## src/rtl/prime_pkg.sv

```systemverilog
// Shared types and helpers for the prime stream generator.
package prime_pkg;

  typedef enum logic [2:0] {
    ST_IDLE      = 3'd0,
    ST_LOAD      = 3'd1,
    ST_TEST      = 3'd2,
    ST_PAIR_TEST = 3'd3,
    ST_EMIT      = 3'd4,
    ST_FINISH    = 3'd5
  } state_e;

  // Unsigned maximum, used to clamp the start candidate to 2.
  function automatic logic [31:0] umax(input logic [31:0] a, input logic [31:0] b);
    return (a > b) ? a : b;
  endfunction

endpackage

```

## src/rtl/prime_trial_div.sv

```systemverilog
// Trial divider: holds one value and tests one divisor per enabled cycle.
// is_prime / is_comp are combinational verdicts on the current divisor.
module prime_trial_div #(
  parameter int WIDTH = 16
) (
  input  logic             clk,
  input  logic             rst,
  input  logic             load,
  input  logic [WIDTH-1:0] load_val,
  input  logic             en,
  output logic             is_prime,
  output logic             is_comp
);

  logic [WIDTH-1:0]   val_q, val_d;
  logic [WIDTH-1:0]   div_q, div_d;
  logic [2*WIDTH-1:0] div_sq;
  logic [WIDTH-1:0]   rem;
  logic               sq_gt;

  // Full-width square so the d*d > value test never truncates.
  assign div_sq   = {{WIDTH{1'b0}}, div_q} * {{WIDTH{1'b0}}, div_q};
  assign sq_gt    = div_sq > {{WIDTH{1'b0}}, val_q};
  assign rem      = val_q % div_q;
  assign is_prime = en && sq_gt;
  assign is_comp  = en && !sq_gt && (rem == '0);

  // Next value/divisor: a load restarts at d=2, otherwise step d while undecided.
  always_comb begin
    val_d = val_q;
    div_d = div_q;
    if (load) begin
      val_d = load_val;
      div_d = WIDTH'(2);
    end else if (en && !sq_gt && (rem != '0)) begin
      div_d = div_q + WIDTH'(1);
    end
  end

  // Divisor starts at 2 out of reset so the modulo never sees zero.
  always_ff @(posedge clk) begin
    if (rst) begin
      val_q <= '0;
      div_q <= WIDTH'(2);
    end else begin
      val_q <= val_d;
      div_q <= div_d;
    end
  end

endmodule

```

## src/rtl/prime_stream_gen.sv

```systemverilog
// Sequential prime (or prime-pair) source with valid/ready output beats.
module prime_stream_gen
  import prime_pkg::*;
#(
  parameter int WIDTH     = 16,
  parameter int CNT_W     = 8,
  parameter int PAIR_MODE = 0,
  parameter int OFFSET    = 2
) (
  input  logic             clk,
  input  logic             rst,
  input  logic             start,
  input  logic [WIDTH-1:0] start_value,
  input  logic [CNT_W-1:0] req_count,
  output logic             out_valid,
  input  logic             out_ready,
  output logic [WIDTH-1:0] prime_out,
  output logic [WIDTH-1:0] pair_out,
  output logic             busy,
  output logic             done,
  output logic             overflow
);

  localparam logic [WIDTH:0] MAX_V = {1'b0, {WIDTH{1'b1}}};
  localparam logic [WIDTH:0] OFF_V = (WIDTH+1)'(OFFSET);

  state_e           state_q, state_d;
  logic [WIDTH-1:0] sv_q, sv_d;
  logic [CNT_W-1:0] count_q, count_d;
  logic [WIDTH-1:0] cand_q, cand_d;
  logic [WIDTH-1:0] prime_q, prime_d;
  logic [WIDTH-1:0] pair_q, pair_d;
  logic             ovf_q, ovf_d;

  logic             div_load, div_en, is_prime, is_comp;
  logic [WIDTH-1:0] div_val, cand_init, cand_inc;
  logic [WIDTH:0]   pair_sum;
  logic             at_max, pair_wraps;

  assign cand_init  = WIDTH'(umax(32'(sv_q), 32'd2));
  assign cand_inc   = cand_q + WIDTH'(1);
  assign pair_sum   = {1'b0, cand_q} + OFF_V;
  assign at_max     = (cand_q == {WIDTH{1'b1}});
  assign pair_wraps = pair_sum > MAX_V;

  prime_trial_div #(.WIDTH(WIDTH)) u_div (
    .clk      (clk),
    .rst      (rst),
    .load     (div_load),
    .load_val (div_val),
    .en       (div_en),
    .is_prime (is_prime),
    .is_comp  (is_comp)
  );

  // Request FSM: walk candidates, verify optional pair partner, hold beat until accepted.
  always_comb begin
    state_d  = state_q;
    sv_d     = sv_q;
    count_d  = count_q;
    cand_d   = cand_q;
    prime_d  = prime_q;
    pair_d   = pair_q;
    ovf_d    = ovf_q;
    div_load = 1'b0;
    div_val  = cand_inc;
    div_en   = 1'b0;
    case (state_q)
      ST_IDLE: begin
        if (start) begin
          sv_d    = start_value;
          count_d = req_count;
          ovf_d   = 1'b0;
          state_d = ST_LOAD;
        end
      end
      ST_LOAD: begin
        cand_d   = cand_init;
        div_load = 1'b1;
        div_val  = cand_init;
        state_d  = (count_q == '0) ? ST_FINISH : ST_TEST;
      end
      ST_TEST: begin
        div_en = 1'b1;
        if (is_prime) begin
          if (PAIR_MODE != 0) begin
            if (pair_wraps) begin
              ovf_d   = 1'b1;
              state_d = ST_FINISH;
            end else begin
              div_load = 1'b1;
              div_val  = pair_sum[WIDTH-1:0];
              state_d  = ST_PAIR_TEST;
            end
          end else begin
            prime_d = cand_q;
            pair_d  = '0;
            state_d = ST_EMIT;
          end
        end else if (is_comp) begin
          if (at_max) begin
            ovf_d   = 1'b1;
            state_d = ST_FINISH;
          end else begin
            cand_d   = cand_inc;
            div_load = 1'b1;
          end
        end
      end
      ST_PAIR_TEST: begin
        div_en = 1'b1;
        if (is_prime) begin
          prime_d = cand_q;
          pair_d  = pair_sum[WIDTH-1:0];
          state_d = ST_EMIT;
        end else if (is_comp) begin
          if (at_max) begin
            ovf_d   = 1'b1;
            state_d = ST_FINISH;
          end else begin
            cand_d   = cand_inc;
            div_load = 1'b1;
            state_d  = ST_TEST;
          end
        end
      end
      ST_EMIT: begin
        if (out_ready) begin
          count_d = count_q - CNT_W'(1);
          if (count_q == CNT_W'(1)) begin
            state_d = ST_FINISH;
          end else if (at_max) begin
            ovf_d   = 1'b1;
            state_d = ST_FINISH;
          end else begin
            cand_d   = cand_inc;
            div_load = 1'b1;
            state_d  = ST_TEST;
          end
        end
      end
      ST_FINISH: state_d = ST_IDLE;
      default:   state_d = ST_IDLE;
    endcase
  end

  // State and datapath registers; reset drops any request in flight.
  always_ff @(posedge clk) begin
    if (rst) begin
      state_q <= ST_IDLE;
      sv_q    <= '0;
      count_q <= '0;
      cand_q  <= '0;
      prime_q <= '0;
      pair_q  <= '0;
      ovf_q   <= 1'b0;
    end else begin
      state_q <= state_d;
      sv_q    <= sv_d;
      count_q <= count_d;
      cand_q  <= cand_d;
      prime_q <= prime_d;
      pair_q  <= pair_d;
      ovf_q   <= ovf_d;
    end
  end

  assign out_valid = (state_q == ST_EMIT);
  assign busy      = (state_q != ST_IDLE) && (state_q != ST_FINISH);
  assign done      = (state_q == ST_FINISH);
  assign prime_out = prime_q;
  assign pair_out  = pair_q;
  assign overflow  = ovf_q;

endmodule

```

## config.mk

```make
export PLATFORM = sky130hd
export DESIGN_NAME = prime_stream_gen
export DESIGN_NICKNAME = d
export VERILOG_FILES = /design/src/rtl/prime_pkg.sv /design/src/rtl/prime_trial_div.sv /design/src/rtl/prime_stream_gen.sv
export SDC_FILE = /design/constraint.sdc
export NUM_CORES = 1
export LEC_CHECK = 0
export BUFFER_PORTS_ARGS = -buffer_cell sky130_fd_sc_hd__buf_2
export CAP_MARGIN = 20
export CELL_PAD_IN_SITES_DETAIL_PLACEMENT = 0
export CELL_PAD_IN_SITES_GLOBAL_PLACEMENT = 1
export CORE_AREA = 2 2 246 248
export CTS_BUF_LIST = sky130_fd_sc_hd__clkbuf_16
export CTS_CLUSTER_DIAMETER = 40
export DETAILED_ROUTE_END_ITERATION = 16
export DIE_AREA = 0 0 248 250
export GPL_ROUTABILITY_DRIVEN = 0
export PLACE_DENSITY = 0.71
export SETUP_SLACK_MARGIN = 0.4
export SLEW_MARGIN = 20
export SYNTH_ARGS = -nofsm -noshare
export SYNTH_HDL_FRONTEND = slang
export SYNTH_SLANG_ARGS = --single-unit
```

## constraint.sdc

```tcl
create_clock -name clk -period 31.7 [get_ports clk]
set_clock_uncertainty 0.15 [all_clocks]
set_input_delay 4.755 -clock clk [delete_from_list [all_inputs] [get_ports clk]]
set_output_delay 4.755 -clock clk [all_outputs]
set_load 0.01 [all_outputs]
```

==> impl_results.md <==
* Layout area overhead at 8.83%
* CP required at between 30 and 40 ns
* CTS tree: done
* Area contributors post-synth: fa_1 (16%), ha_1 (16%), dfxtp_1 (11%), nor2_1 (5.2%), nand2_1 (4.9%)
* CTS Buf Count at 9
* Max frequency at approximately 33 MHz
* CORE AREA at between 0.05 and 0.06 sq mm
* Min cycle time layout at 29.88 ns
* Average routed wire per standard cell at ~20 microns
* Root Buffer: clkbuf_16
* HPWL after DPL at 54500 microns
* Slew margin rel. at a little over a quarter
* ANT nets after route at 0
* Clock tree sinks at 108
* H-tree depth at 3
* Skew-Pair Late Insertion Delay at 0.37 ns
* Bufs and invs on worst path at 12
* Critical path's largest stage delay at 0.62 ns
* Yosys top cell area share at 16.1%
* Fraction of layout cells with a size suffix above 1 at 8.59%
* Global-route wire length before repair at 108000 microns
* Main synth FF type: dfxtp_1
* Share of synthesized registers carrying an async set or reset at 0%
* Kind of critical path: flop to flop
* Mapped Cells at 2667
* Antenna cells at 0
* Number of flops mapped to enable cells by yosys at 0
* DRT Pass-1 Iters at 5
* Tcrit/Tclk final at between 90% and 100%
* Ys Warns at 0
* Crit path capture type: flop
* Mean number of vias per cell at 5.69
* Post-synthesis cell type with the largest combined area: fa_1
* Data arrival, critical path at 29.96 ns
* CP max FO at 43
* DIE WIDTH at 248 microns
* Initial DRC Count at roughly 1500
* Final wirelength at ~70000 microns
* Num rows at 90
* Fin util at a little under two fifths
* Die area at 0.0620 sq mm
* Setup crit start kind: flop
* Final setup viols at 0
* Number of synthesized register bits at approximately 110
* Largest net degree at the start of global routing at 69
* Slew Viols, Final at 0
* Post-Synthesis Cell Area at between 0.02 and 0.025 sq mm
* Crit path top cell by count: ha_1
* Global route total overflow at 0
* Total GRT Usage at 22.0%
* # IOs at 64
* Syn_area_per_cell at 7.69 sq um
* Clock slew at reported path FFs at 0.07 ns
* Worst-Margin Slew at 1.09 ns
* RSZ-0062 raised after global routing: false
* Port-buffer cells at 63
* Crit-path leading delay family: compound AO/OA/AOI/OAI gates
* Most common cell in the netlist: nor2_1
* Initial antenna violation count at 0
* Deepest clock path buffer count at 2
* Starting Density at 34.4%
* Hold/Removal Path Class: flop to flop
* Vias in the first global route at 19900
* Critical-path top delay cell: or4_1
* Post-route setup TNS at 0 ns
* Commonest cells in the netlist: nor2_1 (283), nand2_1 (268), inv_1 (261)
* Status: finished, final reports clean
* Final Hold Violating Endpoints at 0
* Die H at around 250 microns
* Synthesized net count at 3118
* Via count at 19800
* Fin nets at 3135
* # hold bufs at CTS at 0
* Maximum Capacitance Violations at 0
* Sequential share of the synthesized area at a little over a tenth
* Residual DRC count at 0
* Yosys cell types at 92
[through the flow]
stage / area (sq um) / setup WS (ns) / hold WS, ns / instances
3_3_place_gp: 21700 / 0.787 / 0.311 / 3443
6_report: 22300 / 1.82 / 0.328 / 3471
5_1_grt: 22300 / 0.253 / 0.332 / 3471
3_5_place_dp: 21700 / 0.0633 / 0.305 / 3443
2_1_floorplan: 20500 / 3.90 / 0.299 / 2667
4_1_cts: 22000 / 0.467 / 0.323 / 3459
[path summary, 6_finish.rpt]
check / from / to / slack (ns) / cells past startpoint
hold reg to reg: count_q[3] / count_q[3] / 0.33 / 2
setup / recovery: u_div.div_q[12] / cand_q[0] / 1.82 / 125
setup reg to reg: u_div.div_q[12] / cand_q[0] / 1.82 / 125
hold / removal: count_q[3] / count_q[3] / 0.33 / 2
[registers in the layout, indices dropped and copies added (netlist names)]
name	flops
cand_q	16
pair_out	16
prime_out	16
sv_q	16
u_div.div_q	16
u_div.val_q	16
count_q	8
state_q	3
overflow	1
[worst register-to-register path, delay by kind of cell, from the launching register on]
kind                       cells  cell delay [ns]
adders and majority gates     15             4.58
and+or+nand+nor               38             7.07
AOI/OAI and AO/OA             57            14.54
xor gates and xnor gates       1             0.27
muxes                          2             0.50
DFF                            1             0.32
buffers and inverters         12             2.30
[routing by layer]
layer  wire length (microns)  track usage [%]
met5                       0                0
met4                    2870             7.94
met3                    4110             2.31
met2                   32300             36.8
met1                   29500             29.0
[what timing repair did]
action                     in CTS  in global routing
buffers inserted                0                 11
setup endpoints to repair      51                 52
pin swaps                       0                  3
gates resized for setup         4                 51
cloned                          0                  1
[cells in the final DEF, fill, tap and decap left out, types with 19 or more instances in the layout]
cell type,Yosys,layout
nor2_1,283,279
nand2_1,268,267
inv_1,261,263
ha_1,258,258
a21oi_1,197,192
fa_1,165,165
dfxtp_1,108,108
o21ai_0,105,101
xnor2_1,90,90
nor3_1,79,77
buf_2,11,63
nand3_1,60,60
buf_4,0,56
o21a_1,52,52
xor2_1,45,45
mux2i_1,47,45
a21o_1,46,45
nand4_1,32,32
o211ai_1,28,28
nor4_1,26,25
or3_1,25,25
nand2b_1,26,25
nor2b_1,21,21
o22ai_1,21,20
and3_1,20,20
or2_2,19,19
o31ai_1,24,19
[kinds of logic (layout without fill, tap and decap cells)]
family | after synthesis | after routing | synth area share [%]
AO/OA/AOI/OAI | 641 | 642 | 20.5
XOR/XNOR | 135 | 135 | 5.77
adder cells (fa/ha/maj) | 423 | 423 | 31.9
buffers and inverters | 381 | 402 | 7.19
flip-flops | 108 | 108 | 10.5
multiplexers | 59 | 59 | 2.95
AND/OR/NAND/NOR | 920 | 920 | 21.2
[area by class of cell]
type                            count  area [sq um]
Timing Repair Buffer              120           747
Tap cell                          782           978
Multi-Input combinational cell   2179         17200
Inverter                          266           998
Clock buffer                        9           225
Clock inverter                      7          53.8
Sequential cell                   108          2160
Fill cell                        6206         37300
Power is left out: the tool's default activity adds up to more than one toggle a clock period on the data nets, which glitch-free logic cannot reach.
